## config.mk

```make
export PLATFORM = sky130hd
export DESIGN_NAME = flippy_column_array
export DESIGN_NICKNAME = d
export VERILOG_FILES = /design/src/rtl/flippy_column_array.sv
export SDC_FILE = /design/constraint.sdc
export NUM_CORES = 1
export LEC_CHECK = 0
export BUFFER_PORTS_ARGS = -buffer_cell sky130_fd_sc_hd__buf_2
export CAP_MARGIN = 10
export CORE_MARGIN = 2
export CORE_UTILIZATION = 50
export CTS_CLUSTER_SIZE = 40
export DETAILED_ROUTE_END_ITERATION = 10
export MAX_ROUTING_LAYER = met4
export PLACE_DENSITY = 0.7
export SYNTH_ARGS = -nofsm -noshare
export SYNTH_HDL_FRONTEND = slang
export SYNTH_SLANG_ARGS = --single-unit
```

## constraint.sdc

```tcl
create_clock -name clock -period 9 [get_ports clock]
set_input_delay 0.9 -clock clock [delete_from_list [all_inputs] [get_ports clock]]
set_output_delay 0.9 -clock clock [all_outputs]
set_load 0.01 [all_outputs]
```

## src/rtl/flippy_column_array.sv

```systemverilog
// Falling-target column tracker for Flippy Bit: COLUMNS targets share one drop timer
// that speeds up after each correct guess. States: IDLE wait start | PLAYING dropping | OVER frozen.
module flippy_column_array #(
  parameter int COLUMNS   = 4,
  parameter int WIDTH     = 8,
  parameter int ROWS      = 22,
  parameter int YPOS_W    = 5,
  parameter int TICK_INIT = 50000000,
  parameter int TICK_MIN  = 10000000,
  parameter int TICK_STEP = 1000000,
  parameter int DELAY_W   = 26
) (
  input  logic                      clock,
  input  logic                      reset_signal,
  input  logic                      start,
  input  logic [WIDTH-1:0]          user_input,
  input  logic                      user_valid,
  output logic [COLUMNS*YPOS_W-1:0] ypos,
  output logic [COLUMNS*WIDTH-1:0]  letter,
  output logic [COLUMNS-1:0]        active,
  output logic                      playing,
  output logic                      game_over,
  output logic                      correct,
  output logic [15:0]               score
);

  typedef enum logic [1:0] {ST_IDLE, ST_PLAYING, ST_OVER} state_t;

  localparam logic [YPOS_W-1:0]  Y_BOT     = YPOS_W'(ROWS - 1);
  localparam logic [DELAY_W-1:0] P_INIT    = DELAY_W'(TICK_INIT);
  localparam logic [DELAY_W-1:0] P_MIN     = DELAY_W'(TICK_MIN);
  localparam logic [DELAY_W-1:0] P_STEP    = DELAY_W'(TICK_STEP);
  localparam logic [DELAY_W-1:0] P_FLOOR   = DELAY_W'(TICK_MIN + TICK_STEP);
  localparam logic [15:0]        LFSR_SEED = 16'hACE1;
  localparam logic [15:0]        LFSR_MASK = 16'hB400;

  state_t                           state_q, state_d;
  logic [COLUMNS-1:0][YPOS_W-1:0]   ypos_q, ypos_d;
  logic [COLUMNS-1:0][WIDTH-1:0]    letter_q, letter_d;
  logic [COLUMNS-1:0]               active_q, active_d;
  logic                             playing_q, playing_d;
  logic                             game_over_q, game_over_d;
  logic                             correct_q, correct_d;
  logic [15:0]                      score_q, score_d;
  logic [15:0]                      lfsr_q, lfsr_d;
  logic [DELAY_W-1:0]               count_q, count_d;
  logic [DELAY_W-1:0]               period_q, period_d;
  logic                             hit, tick, bottom, spawned;

  always_comb begin
    state_d     = state_q;
    ypos_d      = ypos_q;
    letter_d    = letter_q;
    active_d    = active_q;
    playing_d   = playing_q;
    game_over_d = game_over_q;
    correct_d   = 1'b0;
    score_d     = score_q;
    count_d     = count_q;
    period_d    = period_q;
    hit         = 1'b0;
    bottom      = 1'b0;
    spawned     = 1'b0;
    lfsr_d      = lfsr_q[0] ? ((lfsr_q >> 1) ^ LFSR_MASK) : (lfsr_q >> 1);
    tick        = (state_q == ST_PLAYING) && (count_q >= period_q - DELAY_W'(1));

    case (state_q)
      ST_IDLE, ST_OVER: begin
        if (start) begin
          state_d     = ST_PLAYING;
          playing_d   = 1'b1;
          game_over_d = 1'b0;
          score_d     = '0;
          count_d     = '0;
          period_d    = P_INIT;
          ypos_d      = '0;
          active_d    = '0;
          active_d[0] = 1'b1;
          letter_d[0] = lfsr_q[WIDTH-1:0];
        end
      end
      ST_PLAYING: begin
        if (user_valid) begin
          for (int i = 0; i < COLUMNS; i++) begin
            if (!hit && active_q[i] && (letter_q[i] == user_input)) begin
              hit         = 1'b1;
              active_d[i] = 1'b0;
              ypos_d[i]   = '0;
            end
          end
        end
        if (hit) begin
          correct_d = 1'b1;
          score_d   = (score_q == 16'hFFFF) ? score_q : score_q + 16'd1;
          period_d  = (period_q >= P_FLOOR) ? period_q - P_STEP : P_MIN;
        end
        // The hit is resolved before the tick so a just-hit bottom column cannot end the game.
        if (tick) begin
          count_d = '0;
          for (int i = 0; i < COLUMNS; i++) begin
            if (active_d[i] && (ypos_d[i] == Y_BOT)) bottom = 1'b1;
          end
          if (bottom) begin
            state_d     = ST_OVER;
            playing_d   = 1'b0;
            game_over_d = 1'b1;
          end else begin
            for (int i = 0; i < COLUMNS; i++) begin
              if (active_d[i]) ypos_d[i] = ypos_d[i] + YPOS_W'(1);
            end
            for (int i = 0; i < COLUMNS; i++) begin
              if (!spawned && !active_d[i]) begin
                spawned     = 1'b1;
                active_d[i] = 1'b1;
                ypos_d[i]   = '0;
                letter_d[i] = lfsr_q[WIDTH-1:0];
              end
            end
          end
        end else begin
          count_d = count_q + DELAY_W'(1);
        end
      end
      default: state_d = ST_IDLE;
    endcase
  end

  always_ff @(posedge clock or negedge reset_signal) begin
    if (!reset_signal) begin
      state_q     <= ST_IDLE;
      ypos_q      <= '0;
      letter_q    <= '0;
      active_q    <= '0;
      playing_q   <= 1'b0;
      game_over_q <= 1'b0;
      correct_q   <= 1'b0;
      score_q     <= '0;
      lfsr_q      <= LFSR_SEED;
      count_q     <= '0;
      period_q    <= P_INIT;
    end else begin
      state_q     <= state_d;
      ypos_q      <= ypos_d;
      letter_q    <= letter_d;
      active_q    <= active_d;
      playing_q   <= playing_d;
      game_over_q <= game_over_d;
      correct_q   <= correct_d;
      score_q     <= score_d;
      lfsr_q      <= lfsr_d;
      count_q     <= count_d;
      period_q    <= period_d;
    end
  end

  assign ypos      = ypos_q;
  assign letter    = letter_q;
  assign active    = active_q;
  assign playing   = playing_q;
  assign game_over = game_over_q;
  assign correct   = correct_q;
  assign score     = score_q;

endmodule

```

Word-level counts from Yosys, hierarchy flattened
Index checks and enable logic that the tools add are counted.
{ "word_totals": {"elab_cells": 174, "inputBits": 12, "ff_bits": 145, "out_inout_bits": 75} }
{ "classes": {"n_lt_le_gt_ge": 2, "addsub": 8, "reduce_logical": 36, "n_eq_ne": 18, "bitwise": 2, "mux": 91} }
{ "op_table": {"columns": ["op", "count"], "rows": [
  ["26-bit 2-to-1 mux", 5],
  ["26-bit case mux with 2 select lines", 2],
  ["20-bit 2-to-1 mux", 5],
  ["16-bit 2-to-1 mux", 4],
  ["5-bit 2-to-1 mux", 11],
  ["1-bit 2-to-1 mux", 45],
  ["20-bit case mux with 2 select lines", 1],
  ["8-bit == test", 4],
  ["8-bit 2-to-1 mux", 4],
  ["16-bit case mux with 2 select lines", 1],
  ["26-bit by 1-bit adder with 26-bit output, second input constant", 1],
  ["26-bit by 24-bit greater-or-equal comparator with 1-bit output, second input constant", 1],
  ["26-bit greater-or-equal comparator", 1],
  ["26-bit by 1-bit subtractor with 26-bit output, second input constant", 1],
  ["26-bit by 20-bit subtractor with 26-bit output, second input constant", 1],
  ["5-bit by 1-bit adder with 5-bit output, second input constant", 4],
  ["5-bit == test, second input constant", 4],
  ["4-bit 2-to-1 mux", 5],
  ["4-bit AND reduction", 5],
  ["16-bit by 1-bit adder with 16-bit output, second input constant", 1],
  ["16-bit == test, second input constant", 1],
  ["8-bit case mux with 2 select lines", 1],
  ["1-bit logical AND", 15],
  ["2-bit != test, second input constant", 5],
  ["other kinds (16)", 29]
]} }

Logic depth before layout (Yosys ltp)
Gate-level depths: netlist of run 1.
{ "depth": {"depth_word": 52, "ltp_mapped": 18, "mapped_depth_nobuf": 16} }

Worst setup path before layout of run 1
No wires, ideal clock.
{ "synth_timing": {"kind": "flip-flop to flip-flop", "from": "register period_q[11]", "to": "register ypos_q (netlist bit ypos[15])", "stages_incl_launch_ff": 18, "arrival_time_ns": 4.187, "synth_period_minus_slack_ns": 4.253, "slack_ns": 4.747, "setup_ns": 0.065, "required_ns": 8.935, "n_path_buf": 2, "cell_sequence": "dfrtp_1 > clkbuf_1 > or4_1 > nor3_1 > nand2_1 > or3_1 > nor3_1 > xnor2_1 > ha_1 > a21o_1 > a21oi_1 > o221ai_1 > a211oi_1 > clkbuf_1 > nor2_1 > and3_1 > o41ai_2 > mux2_2"} }
{ "synth_between": {"elab_chain_cells": 5} }
{ "synth_rtl": {"columns": ["element", "line", "source"], "rows": [
  ["start: declaration", "47", "logic [DELAY_W-1:0] period_q, period_d;"],
  ["start signal: assignment", "152", "period_q <= period_d;"],
  ["26-bit by 1-bit subtractor with 26-bit output", "65", "tick = (state_q == ST_PLAYING) && (count_q >= period_q - DELAY_W'(1));"],
  ["26-bit greater-or-equal comparator", "65", null],
  ["1-bit logical AND", "65", null],
  ["20-bit 2-to-1 mux", "98", "if (tick) begin"],
  ["20-bit case mux with 2 select lines", "67", "case (state_q)"],
  ["end signal: assignment", "143", "ypos_q <= ypos_d;"],
  ["end: declaration", "38", "logic [COLUMNS-1:0][YPOS_W-1:0] ypos_q, ypos_d;"]
]} }
Every way passes these cells.
A chain may end at the register's enable or synchronous reset.

Final worst setup path of run 1
{ "layout_timing": {"from": "register period_q[11]", "to": "register ypos_q (netlist bit ypos[19])"} }
Same word-level chain as after synthesis.

==> results.yml, run 1 <==
outcome:
  outcome: "complete, no violations"
logic_synthesis:
  synth_cells: 831
  synthFlopType: "dfrtp_1"
  synth_area_um2: 8060
  post-synth-top-count-cell: "dfrtp_1"
  netlist.top_cell.by_area: "dfrtp_1"
  synth-edff-count: 0
  ys_ff_latch: 139
  synth_top_area_frac: 0.370
  avgSynthCellArea_um2: 9.70
  synth_common_cells: "119 x dfrtp_1, 82 x nand2_1, 69 x nor2_1, 49 x xnor2_1, 40 x o21ai_0"
  yosysSeqAreaShare: 0.435
  synth_area_leaders: "dfrtp_1 37%, dfstp_2 6.5%, xnor2_1 5.3%"
  synth_cell_types: 71
  yosysWarningCount: 0
  syn_nets: 877
  synthArstFlopShare: 1.00
pwr:
  pwr-share-seq: 0.435
  power_density_nw_per_um2: 190
  swShare: 0.305
  power.combinational.fraction: 0.160
  peakVddDrop_mv: 0.150
  power.internal_mw: 1.22
  power_switching_uw: 535
  pwr-share-clk: 0.405
  p_leak_nw: 4.31
timing:
  worst_pin_slew_ns: 0.915
  setup_tns_ns: 0
  finalHoldViolCount: 0
  rsz0062_at_grt: "no"
  setup_viol: 0
  max_freq_ghz: 0.212
  fin_crit_sh: 0.525
  period_needed_ns: 4.73
  max_slew_margin: 0.390
  finClkSkew_ns: 0.00881
  slew_viol_final: 0
clock_tree:
  postCtsHoldBufs: 0
  cts_max_path_buffers: 2
  post_cts_resize_count: 0
  cts_tree: "yes"
  cts_root_buf: "clkbuf_16"
  clk_latency_ns: 0.42
  cts-buffers-inserted: 17
  h-tree-depth: 4
  clock-sinks: 139
  clk_pin_slew_ns: 0.06
  post-cts-setup-buffers: 0
critical_path:
  crit_cells: 15
  reg2reg_slack_ns: 4.27
  r2r_cells: 15
  cp_max_fo: 12
  arrival_ns: 5.03
  startpoint: "period_q[11]"
  worst_path_dominant_cell_family: "simple AND/OR/NAND/NOR gates"
  path_buf_inv: 1
  crit_end: "ypos[19]"
  slowest_delay_ns: 0.70
  worstReg2RegStart: "period_q[11]"
  timing.rr.end: "ypos[19]"
  criticalPathCategory: "reg -> reg"
  crit_chain: "or4_1 > nor3_1 > nand2_1 > or3_1 > nor3_1 > xnor2_1 > ha_1 > nand4_1 > nor3_1 > a211oi_1 > buf_4 > nand2b_1 > nor4b_4 > nor3_1 > a311o_1"
  crit_top_cell: "nor3_1"
  startpoint_type: "flip-flop"
  end_kind: "flip-flop"
  crit_required_ns: 9.30
  cp_slowest_cell: "nor4b_4"
placement:
  dpl.hpwl_um: 14100
  place_area_um2: 8670
  place_congestion: 0.888
  placed_cells: 1102
  portBuffers: 86
min_path:
  hold_class: "reg -> reg"
detailed_routing:
  wire_per_inst_um: 17.5
  drc: 0
  via_per_inst: 5.88
  drtIter0Drc: 585
  antenna_left: 0
  dr.pass1.iters: 5
  vias: 6670
  wirelength_um: 19800
global_route:
  met1_usage: 0.352
  grt_pass1_vias: 6294
  met3_usage: 0.0403
  met2_usage: 0.368
  grt_busiest_layer: "met2"
  grt_overflow_total: 0
  antenna_found_initial: 0
  grt_start_max_net_pins: 78
  grt_pass1_wl_um: 32400
  grt_use_total: 0.249
die:
  dieHeight_um: 131
  ioPinCount: 87
  placeableCoreArea_um2: 15800
  fp.dieArea_um2: 17100
  die_w_um: 131
  row_count: 46
  initial_core_util: 0.509
layout:
  diodes: 0
  nFillCells: 1376
  area_growth_pct: 15.0
  finalNonFillerCells: 1134
  nNetsFinal: 951
  post-route-cell-area_um2: 9270
  layout-drive-gt1-share: 0.211
run:
  cap_violations: 0
-- cells in the final DEF (no fill, tap or decap), drive strengths merged, types with 33 or more instances in the layout --
master	n
buf	96
dfrtp	119
ha	34
mux2	33
nand2	82
nand3	33
nor2	69
o21ai	43
xnor2	49
xor2	33
-- power groups by stage --
stage,clock [mW],combinational (mW),sequential (mW)
after floorplan,0,0.234,0.729
after global placement,0,0.271,0.771
after detailed placement,0,0.279,0.772
after CTS,0.725,0.282,0.762
after global routing,0.750,0.323,0.774
final,0.712,0.281,0.764
-- state kept, by name (all words and copies together) (netlist names) --
signal,flops
ypos,20
game_over,1
score,16
playing,1
count_q,26
lfsr_q,16
correct,1
state_q,2
active,4
letter,32
period_q,20
-- layout make-up --
cell class / count / area, um2 / area share
clock buffer: 18 / 439 / 0.0474
clock inverter: 14 / 160 / 0.0173
inverter: 17 / 63.8 / 0.00688
multi-input combinational: 634 / 4320 / 0.466
sequential: 139 / 3500 / 0.378
tap: 216 / 270 / 0.0291
timing repair buffer: 96 / 512 / 0.0552
-- worst reg2reg max path, delay by kind of cell, from the launching register on --
kind	cells	cell delay, ns
simple gates	10	3.07
compound gates	2	0.49
flops	1	0.47
fa+ha+maj	1	0.29
buf+inv	1	0.19
xor+xnor	1	0.10
-- metrics by stage --
| step | setup WS, ns | total power [mW] | util | hold WS (ns) |
|---|---|---|---|---|
| 5_1_grt | 3.84 | 1.85 | 0.586 | 0.364 |
| 2_1_floorplan | 4.75 | 0.963 | - | 0.331 |
| 6_report | 4.27 | 1.76 | 0.586 | 0.351 |
| 4_1_cts | 4.25 | 1.77 | 0.586 | 0.357 |
| 3_5_place_dp | 4.26 | 1.05 | 0.548 | 0.343 |
| 3_3_place_gp | 4.36 | 1.04 | 0.548 | 0.334 |
-- worst min-delay path by stage --
stage / cells after the start / startpoint / slack [ns] / end
final: 0 / lfsr_q[9] / 0.35 / lfsr_q[8]
after detailed placement: 0 / lfsr_q[9] / 0.34 / lfsr_q[8]
after floorplan: 0 / lfsr_q[9] / 0.33 / lfsr_q[8]
after CTS: 0 / lfsr_q[8] / 0.36 / lfsr_q[7]
after global routing: 0 / lfsr_q[8] / 0.36 / lfsr_q[7]
after global placement: 0 / lfsr_q[9] / 0.33 / lfsr_q[8]
-- cells by family (layout without fill, tap and decap cells) --
logic type               Yosys count  count (layout)  synth area share
AO/OA/AOI/OAI                    154             154             0.132
XOR/XNOR                          82              82            0.0891
adder cells (fa/ha/maj)           34              34            0.0528
buffers and inverters             58             145            0.0289
flip-flops                       139             139             0.435
multiplexers                      35              35            0.0486
AND/OR/NAND/NOR                  329             329             0.214
-- layer usage --
metal	wire, um	up-vias
li1	-	3160
met1	9210	3246
met2	9020	234
met3	1230	30
met4	346	0
met5	0	-
(Power assumes the default switching activity.)
==> run 2, diff against run 1 <==
--- a/config.mk
+++ b/config.mk
@@ -12,7 +12,7 @@
 export CTS_CLUSTER_SIZE = 40
 export DETAILED_ROUTE_END_ITERATION = 10
 export MAX_ROUTING_LAYER = met4
-export PLACE_DENSITY = 0.7
+export PLACE_DENSITY = 0.72
 export SYNTH_ARGS = -nofsm -noshare
 export SYNTH_HDL_FRONTEND = slang
 export SYNTH_SLANG_ARGS = --single-unit
==> constraint.sdc (replaced) <==
create_clock -name clock -period 4 [get_ports clock]
set_input_delay 0.4 -clock clock [delete_from_list [all_inputs] [get_ports clock]]
set_output_delay 0.4 -clock clock [all_outputs]
set_load 0.01 [all_outputs]
==> results.yml, run 2 (synthesis gave the netlist of run 1 again) <==
outcome:
  outcome: "finished with violations"
  violations: "setup timing"
timing:
  setup_tns_ns: -1.84
  worst_slack_ns: -0.107
  max_freq_ghz: 0.243
  fin_crit_sh: 1.03
  finalHoldViolCount: 0
  finClkSkew_ns: 0.0156
  slew_viol_final: 0
  max_slew_margin: 0.206
  worst_pin_slew_ns: 1.19
  period_needed_ns: 4.11
  rsz0062_at_grt: "yes"
  setup_viol: 39
detailed_routing:
  wire_per_inst_um: 18.2
  dr.pass1.iters: 5
  antenna_left: 0
  drc: 0
  wirelength_um: 21600
  vias: 6947
  via_per_inst: 5.85
  drtIter0Drc: 527
critical_path:
  arrival_ns: 4.43
  startpoint: "period_q[13]"
  reg2reg_slack_ns: -0.11
  end_kind: "flip-flop"
  startpoint_type: "flip-flop"
  criticalPathCategory: "reg -> reg"
  worstReg2RegStart: "period_q[13]"
  crit_end: "letter[9]"
  r2r_cells: 16
  crit_required_ns: 4.33
  cp_max_fo: 6
  timing.rr.end: "letter[9]"
layout:
  regArea_um2: 3500
  nNetsFinal: 1003
  finalNonFillerCells: 1187
  nFillCells: 1235
  largest_reg_flops: 32
  final_common_cell: "dfrtp_1"
  final_cell_mix: "119 x dfrtp_1, 85 x buf_2, 79 x nand2_1"
  area_growth_pct: 24.7
  layout-drive-gt1-share: 0.280
  multiInputGateArea_um2: 4620
  post-route-cell-area_um2: 10000
  final_util: 0.635
die:
  row_count: 46
  placeableCoreArea_um2: 15800
  ioPinCount: 87
  dieHeight_um: 131
  die_w_um: 131
  initial_core_util: 0.509
  fp.dieArea_um2: 17100
global_route:
  grt_overflow_total: 0
  grt_start_max_net_pins: 91
  grt_pass1_vias: 6544
  grt_pass1_wl_um: 33600
  grt_use_total: 0.259
  antenna_found_initial: 1
pwr:
  peakVddDrop_mv: 0.377
  totalPowerFinal_mw: 3.97
  power_density_nw_per_um2: 395
  p_leak_nw: 4.70
placement:
  dpl.hpwl_um: 14500
  place_congestion: 0.879
  place_area_um2: 9010
  placed_cells: 1140
  portBuffers: 86
min_path:
  hold_class: "in -> async"
clock_tree:
  clk_latency_ns: 0.44
  cts_max_path_buffers: 2
  h-tree-depth: 4
  postCtsHoldBufs: 0
  cts_tree: "yes"
  cts_root_buf: "clkbuf_16"
  cts-buffers-inserted: 17
  clk_pin_slew_ns: 0.07
  clock-sinks: 139
run:
  cap_violations: 0
run 2: cell types whose count changed in the layout (fill, tap and decap cells not counted), moves of 4 or more:
cell and change:
buf_4 +37, mux2_2 -28, mux2_4 +28, buf_6 +8
clkinvlp_4 -6, nor2_1 -5, nor3_1 -5, nor2_2 +4
run 2: repair_timing:
| item | in CTS | in global routing |
|---|---|---|
| hold endpoints to repair | 0 | 0 |
| gates resized for setup | 1 | 74 |
| gates cloned | 0 | 5 |
| pin swaps | 1 | 25 |
| endpoints found under the setup margin | 10 | 73 |
| buffers inserted | 0 | 11 |
run 2: cell type report:
type	instances	share of cell area
Inverter	17	0.00635
Timing Repair Buffer	148	0.102
Tap cell	216	0.0269
Clock buffer	18	0.0437
Antenna cell	1	0.000249
Sequential cell	139	0.349
Multi-Input combinational cell	634	0.460
Clock inverter	14	0.0122
run 2: worst max-delay path, cell delays in order (launching register included):
cell	delay (ns)
dfstp_2	0.37
or4_4	0.54
nor3_4	0.20
nand2_1	0.09
or3_4	0.37
buf_4	0.15
xor2_1	0.14
ha_1	0.32
nand2_1	0.07
o21a_1	0.20
o221ai_2	0.23
a211oi_4	0.07
clkbuf_16	0.17
a211o_1	0.27
nor3_4	0.25
buf_4	0.23
mux2_2	0.34
run 2: routing by layer:
layer / GRT usage / part of all wire / vias up / wire length, um
met2: 0.375 / 0.46 / 254 / 9940
met5: - / 0 / - / 0
li1: - / - / 3274 / -
met4: 0.0864 / 0.018 / 0 / 383
met3: 0.0419 / 0.061 / 35 / 1320
met1: 0.371 / 0.46 / 3384 / 9950
run 2: per-stage QoR:
step	hold WS (ns)	setup WS [ns]
2_1_floorplan	0.104	0.0254
3_3_place_gp	0.333	0.0482
3_5_place_dp	0.341	-0.0273
4_1_cts	0.0716	0.00255
5_1_grt	0.110	-0.271
6_report	0.0248	-0.107
run 2: power by group:
part / switching [mW] / internal, mW
Sequential: 0.139 / 1.53
Clock: 0.686 / 0.833
Combinational: 0.447 / 0.327
run 2: how the worst min path moves through the flow:
stage                             from    endpoint  slack, ns  cells past startpoint
after detailed placement     lfsr_q[9]   lfsr_q[8]       0.34                      0
after CTS                 reset_signal   letter[9]       0.07                      1
after global placement      lfsr_q[12]  lfsr_q[11]       0.33                      0
after global routing      reset_signal   letter[8]       0.11                      1
after floorplan           reset_signal   active[0]       0.10                      0
final                     reset_signal   letter[9]       0.02                      1
